### src/rtl/instr_fetch_unit_pkg.sv
// Shared constants, state encoding and helpers for the fetch front end.
// Imported by the fetch unit, its PC selector and the bench.
package instr_fetch_unit_pkg;

    localparam int IF_PC_W    = 6;
    localparam int IF_INSTR_W = 16;
    localparam int IF_CNT_W   = 16;

    localparam logic [IF_INSTR_W-1:0] IF_NOP_INSTR = 16'hF000;
    localparam logic [IF_PC_W-1:0]    IF_RESET_PC  = 6'd0;

    typedef enum logic [1:0] {
        ST_BOOT  = 2'd0,
        ST_RUN   = 2'd1,
        ST_FLUSH = 2'd2
    } fetch_state_t;

    // Counter value loaded on a redirect; stays in range 0..6.
    function automatic logic [2:0] flush_reload(input int slots);
        return 3'(slots - 1);
    endfunction

endpackage

### src/rtl/instr_fetch_unit_if.sv
// Fetch-side bus: instruction memory port, hazard/redirect inputs
// and the IF/ID register outputs toward decode.
interface instr_fetch_if #(
    parameter int PC_W    = 6,
    parameter int INSTR_W = 16
) ();

    logic [PC_W-1:0]    pco;
    logic [INSTR_W-1:0] instr_in;
    logic               stall;
    logic               br_taken;
    logic [PC_W-1:0]    br_target;
    logic [INSTR_W-1:0] ifid_instr;
    logic [PC_W-1:0]    ifid_pc;
    logic               ifid_valid;
    logic [15:0]        fetch_cnt;

    modport master (
        output pco,
        output ifid_instr,
        output ifid_pc,
        output ifid_valid,
        output fetch_cnt,
        input  instr_in,
        input  stall,
        input  br_taken,
        input  br_target
    );

    modport slave (
        input  pco,
        input  ifid_instr,
        input  ifid_pc,
        input  ifid_valid,
        input  fetch_cnt,
        output instr_in,
        output stall,
        output br_taken,
        output br_target
    );

endinterface

### src/rtl/instr_fetch_unit_pc_next_sel.sv
// Next-PC mux: sequential increment, hold, or branch redirect,
// chosen from the fetch state and the stall/branch inputs.
module pc_next_sel
    import instr_fetch_unit_pkg::*;
#(
    parameter int PC_W = 6
) (
    input  fetch_state_t    i_state,
    input  logic            i_stall,
    input  logic            i_br_taken,
    input  logic [PC_W-1:0] i_pc,
    input  logic [PC_W-1:0] i_br_target,
    output logic [PC_W-1:0] o_pc_next
);

    always_comb begin
        o_pc_next = i_pc;
        unique case (i_state)
            ST_RUN: begin
                if (i_br_taken)
                    o_pc_next = i_br_target;
                else if (!i_stall)
                    o_pc_next = i_pc + PC_W'(1);
            end
            ST_FLUSH: begin
                if (i_br_taken)
                    o_pc_next = i_br_target;
            end
            default: o_pc_next = i_pc;
        endcase
    end

endmodule

### src/rtl/instr_fetch_unit.sv
// Instruction fetch front end: PC sequencing, IF/ID capture,
// post-redirect bubble injection and delivered-instruction count.
module instr_fetch_unit
    import instr_fetch_unit_pkg::*;
#(
    parameter int                 PC_W        = IF_PC_W,
    parameter int                 INSTR_W     = IF_INSTR_W,
    parameter logic [PC_W-1:0]    RESET_PC    = IF_RESET_PC,
    parameter logic [INSTR_W-1:0] NOP_INSTR   = IF_NOP_INSTR,
    parameter int                 FLUSH_SLOTS = 1
) (
    input  logic          i_clk,
    input  logic          i_rst_n,
    instr_fetch_if.master io_bus
);

    localparam logic [2:0] LP_RELOAD = flush_reload(FLUSH_SLOTS);
    localparam bit         LP_FLUSH  = (FLUSH_SLOTS > 1);

    fetch_state_t       r_state;
    fetch_state_t       w_state_nxt;
    logic [2:0]         r_flush_cnt;
    logic [PC_W-1:0]    r_pc;
    logic [PC_W-1:0]    w_pc_next;
    logic [INSTR_W-1:0] r_ifid_instr;
    logic [PC_W-1:0]    r_ifid_pc;
    logic               r_ifid_valid;
    logic [15:0]        r_fetch_cnt;

    logic w_capture;
    logic w_inject;
    logic w_cnt_dec;

    pc_next_sel #(
        .PC_W (PC_W)
    ) u_pc_next_sel (
        .i_state     (r_state),
        .i_stall     (io_bus.stall),
        .i_br_taken  (io_bus.br_taken),
        .i_pc        (r_pc),
        .i_br_target (io_bus.br_target),
        .o_pc_next   (w_pc_next)
    );

    always_ff @(posedge i_clk or negedge i_rst_n) begin
        if (!i_rst_n)
            r_state <= ST_BOOT;
        else
            r_state <= w_state_nxt;
    end

    always_comb begin
        w_state_nxt = r_state;
        unique case (r_state)
            ST_BOOT: w_state_nxt = ST_RUN;
            ST_RUN: begin
                if (io_bus.br_taken && LP_FLUSH)
                    w_state_nxt = ST_FLUSH;
            end
            ST_FLUSH: begin
                if (!io_bus.br_taken && r_flush_cnt <= 3'd1)
                    w_state_nxt = ST_RUN;
            end
            default: w_state_nxt = ST_BOOT;
        endcase
    end

    always_comb begin
        w_capture = 1'b0;
        w_inject  = 1'b0;
        w_cnt_dec = 1'b0;
        unique case (1'b1)
            (r_state == ST_RUN): begin
                w_inject  = io_bus.br_taken;
                w_capture = !io_bus.br_taken && !io_bus.stall;
            end
            (r_state == ST_FLUSH): begin
                w_inject  = io_bus.br_taken;
                w_cnt_dec = !io_bus.br_taken;
            end
            default: ;
        endcase
    end

    always_ff @(posedge i_clk or negedge i_rst_n) begin
        if (!i_rst_n)
            r_flush_cnt <= 3'd0;
        else if (w_inject)
            r_flush_cnt <= LP_RELOAD;
        else if (w_cnt_dec && r_flush_cnt != 3'd0)
            r_flush_cnt <= r_flush_cnt - 3'd1;
    end

    always_ff @(posedge i_clk or negedge i_rst_n) begin
        if (!i_rst_n)
            r_pc <= RESET_PC;
        else
            r_pc <= w_pc_next;
    end

    // IFID_PC is left alone on a bubble so decode still sees the last real address.
    always_ff @(posedge i_clk or negedge i_rst_n) begin
        if (!i_rst_n) begin
            r_ifid_instr <= NOP_INSTR;
            r_ifid_pc    <= '0;
            r_ifid_valid <= 1'b0;
            r_fetch_cnt  <= 16'd0;
        end else if (w_inject) begin
            r_ifid_instr <= NOP_INSTR;
            r_ifid_valid <= 1'b0;
        end else if (w_capture) begin
            r_ifid_instr <= io_bus.instr_in;
            r_ifid_pc    <= r_pc;
            r_ifid_valid <= 1'b1;
            r_fetch_cnt  <= r_fetch_cnt + 16'd1;
        end
    end

    assign io_bus.pco        = r_pc;
    assign io_bus.ifid_instr = r_ifid_instr;
    assign io_bus.ifid_pc    = r_ifid_pc;
    assign io_bus.ifid_valid = r_ifid_valid;
    assign io_bus.fetch_cnt  = r_fetch_cnt;

endmodule

### src/flat_wrapper.sv
// flat-port wrapper written by rule: the top's interface ports become plain ports
module instr_fetch_unit_flat import instr_fetch_unit_pkg::*;
#(
    parameter int                 PC_W        = IF_PC_W,
    parameter int                 INSTR_W     = IF_INSTR_W,
    parameter logic [PC_W-1:0]    RESET_PC    = IF_RESET_PC,
    parameter logic [INSTR_W-1:0] NOP_INSTR   = IF_NOP_INSTR,
    parameter int                 FLUSH_SLOTS = 1
)
  (i_clk, i_rst_n, io_bus_pco, io_bus_ifid_instr, io_bus_ifid_pc, io_bus_ifid_valid, io_bus_fetch_cnt, io_bus_instr_in, io_bus_stall, io_bus_br_taken, io_bus_br_target);
  instr_fetch_if #(.PC_W(PC_W), .INSTR_W(INSTR_W)) io_bus_i ();
  input  logic i_clk;
  input  logic i_rst_n;
  output wire logic [$bits(io_bus_i.pco)-1:0] io_bus_pco;
  output wire logic [$bits(io_bus_i.ifid_instr)-1:0] io_bus_ifid_instr;
  output wire logic [$bits(io_bus_i.ifid_pc)-1:0] io_bus_ifid_pc;
  output wire logic [$bits(io_bus_i.ifid_valid)-1:0] io_bus_ifid_valid;
  output wire logic [$bits(io_bus_i.fetch_cnt)-1:0] io_bus_fetch_cnt;
  input wire logic [$bits(io_bus_i.instr_in)-1:0] io_bus_instr_in;
  input wire logic [$bits(io_bus_i.stall)-1:0] io_bus_stall;
  input wire logic [$bits(io_bus_i.br_taken)-1:0] io_bus_br_taken;
  input wire logic [$bits(io_bus_i.br_target)-1:0] io_bus_br_target;
  assign io_bus_pco = io_bus_i.pco;
  assign io_bus_ifid_instr = io_bus_i.ifid_instr;
  assign io_bus_ifid_pc = io_bus_i.ifid_pc;
  assign io_bus_ifid_valid = io_bus_i.ifid_valid;
  assign io_bus_fetch_cnt = io_bus_i.fetch_cnt;
  assign io_bus_i.instr_in = io_bus_instr_in;
  assign io_bus_i.stall = io_bus_stall;
  assign io_bus_i.br_taken = io_bus_br_taken;
  assign io_bus_i.br_target = io_bus_br_target;
  instr_fetch_unit #(.PC_W(PC_W), .INSTR_W(INSTR_W), .RESET_PC(RESET_PC), .NOP_INSTR(NOP_INSTR), .FLUSH_SLOTS(FLUSH_SLOTS)) u_core (.i_clk(i_clk), .i_rst_n(i_rst_n), .io_bus(io_bus_i));
endmodule
### config.mk
export PLATFORM = sky130hd
export DESIGN_NAME = instr_fetch_unit_flat
export DESIGN_NICKNAME = d
export VERILOG_FILES = /design/src/rtl/instr_fetch_unit_pkg.sv /design/src/rtl/instr_fetch_unit_if.sv /design/src/rtl/instr_fetch_unit_pc_next_sel.sv /design/src/rtl/instr_fetch_unit.sv /design/src/flat_wrapper.sv
export SDC_FILE = /design/constraint.sdc
export NUM_CORES = 1
export LEC_CHECK = 0
export CORE_ASPECT_RATIO = 0.7
export CORE_MARGIN = 2
export CORE_UTILIZATION = 44
export DETAILED_ROUTE_END_ITERATION = 6
export GPL_TIMING_DRIVEN = 0
export PLACE_DENSITY_LB_ADDON = 0.25
export SYNTH_ARGS = -nofsm -noshare
export SYNTH_HDL_FRONTEND = slang
export SYNTH_SLANG_ARGS = --single-unit
### constraint.sdc
create_clock -name i_clk -period 2.2 [get_ports i_clk]
set_input_delay 0.33 -clock i_clk [delete_from_list [all_inputs] [get_ports i_clk]]
set_output_delay 0.33 -clock i_clk [all_outputs]
set_load 0.01 [all_outputs]
; Word-level counts from Yosys, hierarchy flattened
; Index checks and enable logic that the tools add are counted.
[totals]
elab_cells = 47
output_inout_bits = 45
regBits = 50
in_bits = 26
[classes]
eq_ne = 5
n_bitwise = 2
n_addsub = 3
order_cmp = 1
reduce_logical = 14
n_mux = 15
[op_table]
columns = cell, count
row1 = $mux W16, 2
row2 = $mux W6, 3
row3 = $add A16 B1 Y16 const B, 1
row4 = $pmux W6 S2, 1
row5 = $add A6 B1 Y6 const B, 1
row6 = $mux W3, 2
row7 = $pmux W2 S3, 1
row8 = $reduce_bool A2 Y1, 3
row9 = $mux W1, 5
row10 = $reduce_and A2 Y1, 2
row11 = $le A3 B1 Y1 const B, 1
row12 = $logic_and A1 B1 Y1, 3
row13 = $ne A3 B3 Y1 const B, 1
row14 = $reduce_and A3 Y1, 1
row15 = $reduce_bool A3 Y1, 1
row16 = $sub A3 B1 Y3 const B, 1
row17 = $eq A2 B1 Y1 const B, 1
row18 = $eq A2 B2 Y1 const B, 1
row19 = $logic_not A1 Y1, 2
row20 = $logic_not A2 Y1, 1
row21 = $mux W2, 1
row22 = $ne A2 B1 Y1 const B, 1
row23 = $ne A2 B2 Y1 const B, 1
row24 = $not A1 Y1, 2
row25 = $reduce_or A2 Y1, 1

; Longest topological paths before layout
[depth]
ltp_word = 5
mapped_depth = 6
mapped_depth_nobuf = 5

; Hierarchy
; A second synthesis with hierarchy kept.
[unflattened]
hier_cells = 191
hier_area_um2 = 2123.3
[modules_own_cells]
columns = module, cells_per_inst, n_inst, seq_area_each_um2, area_per_inst_um2
row1 = instr_fetch_unit, 143, 1, 1156.1, 1759.2
row2 = pc_next_sel, 48, 1, 0.0, 364.1

; Worst setup path before layout
; OpenSTA, ideal clock, no wires.
[synth_timing]
path_type = reg2reg
start = register u_core.r_state[0]
end = register u_core.r_fetch_cnt[11], in the netlist u_core.io_bus.fetch_cnt[11]
setup_slack_ns = 0.625
path_buffers = 1
stages_incl_launch_ff = 6
arrival_time_ns = 1.450
setup_time_ns = 0.125
period_less_slack_ns = 1.575
required_ns = 2.075
path_cell_list = dfrtp_1 > or3b_1 > buf_6 > nor4_4 > nand4_1 > xnor2_1
[synth_between]
elab_chain_cells = 5
word_cells_on_any_way = 7
classes_between = eq/ne: 2 / mux: 2 / bitwise: 1 / reduce/logical: 2
[synth_rtl]
columns = item, line_no
row1 = "start, declared", instr_fetch_unit.sv:20  ; fetch_state_t r_state;
row2 = "start signal, assigned", instr_fetch_unit.sv:49  ; r_state <= w_state_nxt;
row3 = $eq A2 B2 Y1 / $eq A2 B1 Y1 (equally long branches), "instr_fetch_unit.sv:77, instr_fetch_unit.sv:73"
row4 = $reduce_or A2 Y1 (no line), --
row5 = $mux W1, instr_fetch_unit.sv:72  ; unique case (1'b1)
row6 = $not A1 Y1 (no line), --
row7 = $reduce_and A2 Y1 (no line) *, --
row8 = "end signal, assigned", instr_fetch_unit.sv:115  ; r_fetch_cnt <= r_fetch_cnt + 16'd1;
row9 = "end, declared", instr_fetch_unit.sv:28  ; logic [15:0] r_fetch_cnt;
; Every way passes the cells marked *; elsewhere a longest branch is shown, timed or not.
; A chain may end at the register's enable or synchronous reset.

; Final worst setup path
[layout_timing]
start = input port io_bus_br_taken
end = register u_core.r_pc[0], in the netlist u_core.io_bus.pco[0]
[layout_between]
elab_chain_cells = 2
word_cells_on_any_way = 5
classes_between = eq/ne: 2 / mux: 2 / reduce/logical: 1
[layout_rtl]
columns = item, line_no
row1 = "start, declared", flat_wrapper.sv:21  ; input wire logic [$bits(io_bus_i.br_taken)-1:0] io_bus_br_taken;
row2 = $ne A3 B3 Y1 (no line) (tied with other cells), --
row3 = $reduce_and A3 Y1 (no line) / $pmux W6 S2 (equally long branches), --
row4 = "end signal, assigned", instr_fetch_unit.sv:98  ; r_pc <= w_pc_next;
row5 = "end, declared", instr_fetch_unit.sv:23  ; logic [PC_W-1:0] r_pc;
; Parallel ways exist; a longest one is shown, timed or not.

==> impl_metrics.py <==
metrics = {
    "timing": {
        "hold_viol": 0,
        "fmax_mhz": 524,
        "worst_pin_slew_ns": 0.560,
        "min_period_over_period_pct": 86.7,
        "maxSlewHeadroom_pct": 62.7,
        "fin_crit_ns": 1.91,
        "hold_slack_ns": 0.0147,
        "rsz0062_at_grt": "false",
        "fin_skew_ns": 0.00373,
        "tns_ns": 0,
        "drv_slew": 0,
        "setup_viol_count_final": 0,
    },
    "global_route": {
        "grt_util_met2_pct": 28.7,
        "grt_max_degree": 25,
        "met1_usage_pct": 28.3,
        "use_met3_pct": 4.70,
        "grtUsageTotal_pct": 19.5,
        "overflow": 0,
        "grt_pass1_wl_um": 7530,
        "grt_pass1_vias": 1534,
        "grt_busiest_layer": "met2",
        "antenna_found_initial": 0,
    },
    "clocking": {
        "cts_tree": "done",
        "clock_sinks": 46,
        "clk-insertion-delay-late_ns": 0.29,
        "post_cts_buffers": 0,
        "numCtsBuffers": 5,
        "cts_root_buf": "clkbuf_8",
        "clk_pin_slew_ns": 0.08,
        "cts-resized-gates": 0,
        "cts_hold_buf": 0,
        "cts_buffer_depth": 2,
        "htree_levels": 2,
    },
    "floorplanning": {
        "io_pins": 71,
        "coreArea_um2": 4330,
        "die_height_um": 60.1,
        "rows": 20,
        "dieWidth_um": 84.2,
        "initial_core_util_pct": 45.7,
        "die_area_um2": 5060,
    },
    "critical_path": {
        "critPathKind": "in2reg",
        "critPathMaxFanout": 10,
        "critPathLaunchType": "input port",
        "crit_path_start": "io_bus_br_taken",
        "worstSetupEndpoint": "u_core.io_bus.pco[0]$_DFFE_PN0P_",
        "critPathRequiredTime_ns": 2.36,
        "r2r_start": "u_core.r_state[0]$_DFFE_PN0N_",
        "worstRegToRegCells": 5,
        "cp-end-kind": "flop",
        "r2r-end": "u_core.io_bus.fetch_cnt[11]$_DFFE_PN0P_",
        "r2r_slack_ns": 0.45,
        "crit_arrival_ns": 2.07,
    },
    "synth": {
        "ys.flop_type": "dfrtp_1",
        "yosysWarnings": 0,
        "synthXorXnorAreaFrac_pct": 6.64,
        "synth_seq_cells": 46,
        "async_flop_share_pct": 100,
        "synthesis.nets": 197,
        "syn_avg_cell_area_um2": 11.7,
        "synth.most_common_cell": "dfrtp_1",
        "synth.area.top_cells": "dfrtp_1 (53%), dfstp_2 (5.3%), a22o_1 (5.3%), xnor2_1 (4.9%), mux2_2 (4.0%)",
        "synth_cell_types": 34,
        "synthSimpleGateAreaFrac_pct": 13.1,
        "synth_top_family_by_area": "compound AO/OA/AOI/OAI gates",
        "seq_area_frac_synth_pct": 58.4,
        "synth_edf_count": 0,
        "synth-compound-area-share_pct": 13.2,
        "synthTopCellsByCount": "dfrtp_1 (42), nand2_1 (13), a22o_1 (12)",
        "synth.top_cell.area_share_pct": 53.1,
        "yosys.area.top_type": "dfrtp_1",
        "muxShareOfSynthArea_pct": 4.49,
        "synthAdderAreaFrac_pct": 1.26,
        "mappedNetlistArea_um2": 1980,
        "netlist_instances": 169,
    },
    "detailed_routing": {
        "first_pass_iters": 4,
        "wl_per_cell_um": 14.9,
        "drtIter0Drc": 77,
        "viasPerCell": 5.22,
        "drc": 0,
        "finalWirelength_um": 4530,
        "vias": 1581,
        "detail-route-antenna-nets": 0,
    },
    "min_path": {
        "hold_class": "in2async",
    },
    "cells_and_area": {
        "instances_no_fill": 303,
        "layout-drive-gt1-share_pct": 10.5,
        "finalNetCount": 275,
        "area_growth_syn_to_layout_pct": 44.8,
        "n_antenna_cell": 0,
        "fin_util_pct": 66.2,
    },
    "place": {
        "dpl.cell_count": 295,
        "dp_hpwl_um": 3330,
        "io_buffers": 70,
        "gp_congestion": 0.753,
    },
    "status": {
        "outcome": "completed",
    },
    "power": {
        "power_mw": 2.20,
        "power_density_nw_per_um2": 767,
        "p_leak_nw": 1.21,
        "peakVddDrop_v": 0.000459,
    },
    "flow_run": {
        "drv_cap": 0,
    },
}
layout by cell type (no fill, tap or decap), types with 2 or more instances in the layout:
| master | netlist | layout |
|---|---|---|
| dfrtp_1 | 42 | 42 |
| nand2_1 | 13 | 13 |
| xnor2_1 | 11 | 11 |
| nand3_1 | 7 | 7 |
| o21ai_0 | 8 | 8 |
| clkbuf_1 | 5 | 5 |
| and3_1 | 2 | 2 |
| or3_1 | 2 | 2 |
| xor2_1 | 4 | 4 |
| mux2_2 | 7 | 7 |
| ha_1 | 2 | 2 |
| o22ai_1 | 4 | 4 |
| nor2_1 | 9 | 9 |
| clkdlybuf4s50_1 | 0 | 69 |
| nor3_1 | 2 | 2 |
| nand4_1 | 2 | 2 |
| nor4_4 | 2 | 2 |
| a21oi_1 | 11 | 11 |
| dfstp_2 | 4 | 4 |
| inv_1 | 6 | 6 |
| clkbuf_8 | 0 | 6 |
| a22o_1 | 12 | 12 |
critical path: stages:
cell,delay [ns]
clkdlybuf4s50_1,0.46
clkbuf_1,0.24
o21ai_1,0.49
clkbuf_1,0.38
o21ai_0,0.16
power breakdown:
part | switching [mW] | internal (mW) | leakage (nW)
Combinational | 0.226 | 0.346 | 0.591
Sequential | 0.121 | 0.969 | 0.572
Clock | 0.284 | 0.253 | 0.0472
layer usage:
| metal | up-vias | wire [um] |
|---|---|---|
| met5 | - | 0 |
| met4 | 0 | 62 |
| met3 | 7 | 220 |
| met2 | 48 | 2040 |
| met1 | 771 | 2200 |
| li1 | 755 | - |
how the worst min path moves through the flow:
stage                                                        from                                       to  slack (ns)  cells past startpoint
after CTS                                                 i_rst_n  u_core.io_bus.ifid_instr[5]$_DFFE_PN0P_        0.03                      1
after floorplan                                           i_rst_n   u_core.io_bus.fetch_cnt[0]$_DFFE_PN0P_        0.03                      0
final                                                     i_rst_n  u_core.io_bus.fetch_cnt[11]$_DFFE_PN0P_        0.01                      1
after detailed placement                                  i_rst_n  u_core.io_bus.fetch_cnt[11]$_DFFE_PN0P_        0.36                      1
after global placement    u_core.io_bus.fetch_cnt[15]$_DFFE_PN0P_  u_core.io_bus.fetch_cnt[15]$_DFFE_PN0P_        0.46                      1
after global routing                                      i_rst_n  u_core.io_bus.ifid_instr[5]$_DFFE_PN0P_        0.06                      1
registers in the layout, indices dropped and copies added, names as in the netlist:
signal and count:
u_core.io_bus.fetch_cnt 16, u_core.io_bus.ifid_instr 16, u_core.io_bus.ifid_pc 6, u_core.io_bus.ifid_valid 1, u_core.io_bus.pco 6, u_core.r_state 1
metrics by stage:
| step | cell area [um2] | worst slack [ns] |
|---|---|---|
| finish | 2870 | 0.293 |
| CTS | 2870 | 0.269 |
| floorplan | 1980 | 0.625 |
| global placement | 2750 | -0.468 |
| detailed placement | 2770 | -0.0481 |
| global route | 2870 | 0.0447 |
logic make-up after synthesis:
family / Yosys count
compound gates: 40
xor+xnor: 15
fa+ha+maj: 2
buf+inv: 12
flops: 46
mux: 8
other cells: 1
simple gates: 45
area by class of cell:
type	instances	area, um2
fillers	344	1460
multi-input cells	111	771
repair buffers	71	723
clock buffers	6	82.6
well taps	55	68.8
clock inverters	2	12.5
plain buffers	6	30.0
flip-flops and latches	46	1160
inverters	6	22.5
(Power assumes the default switching activity.)
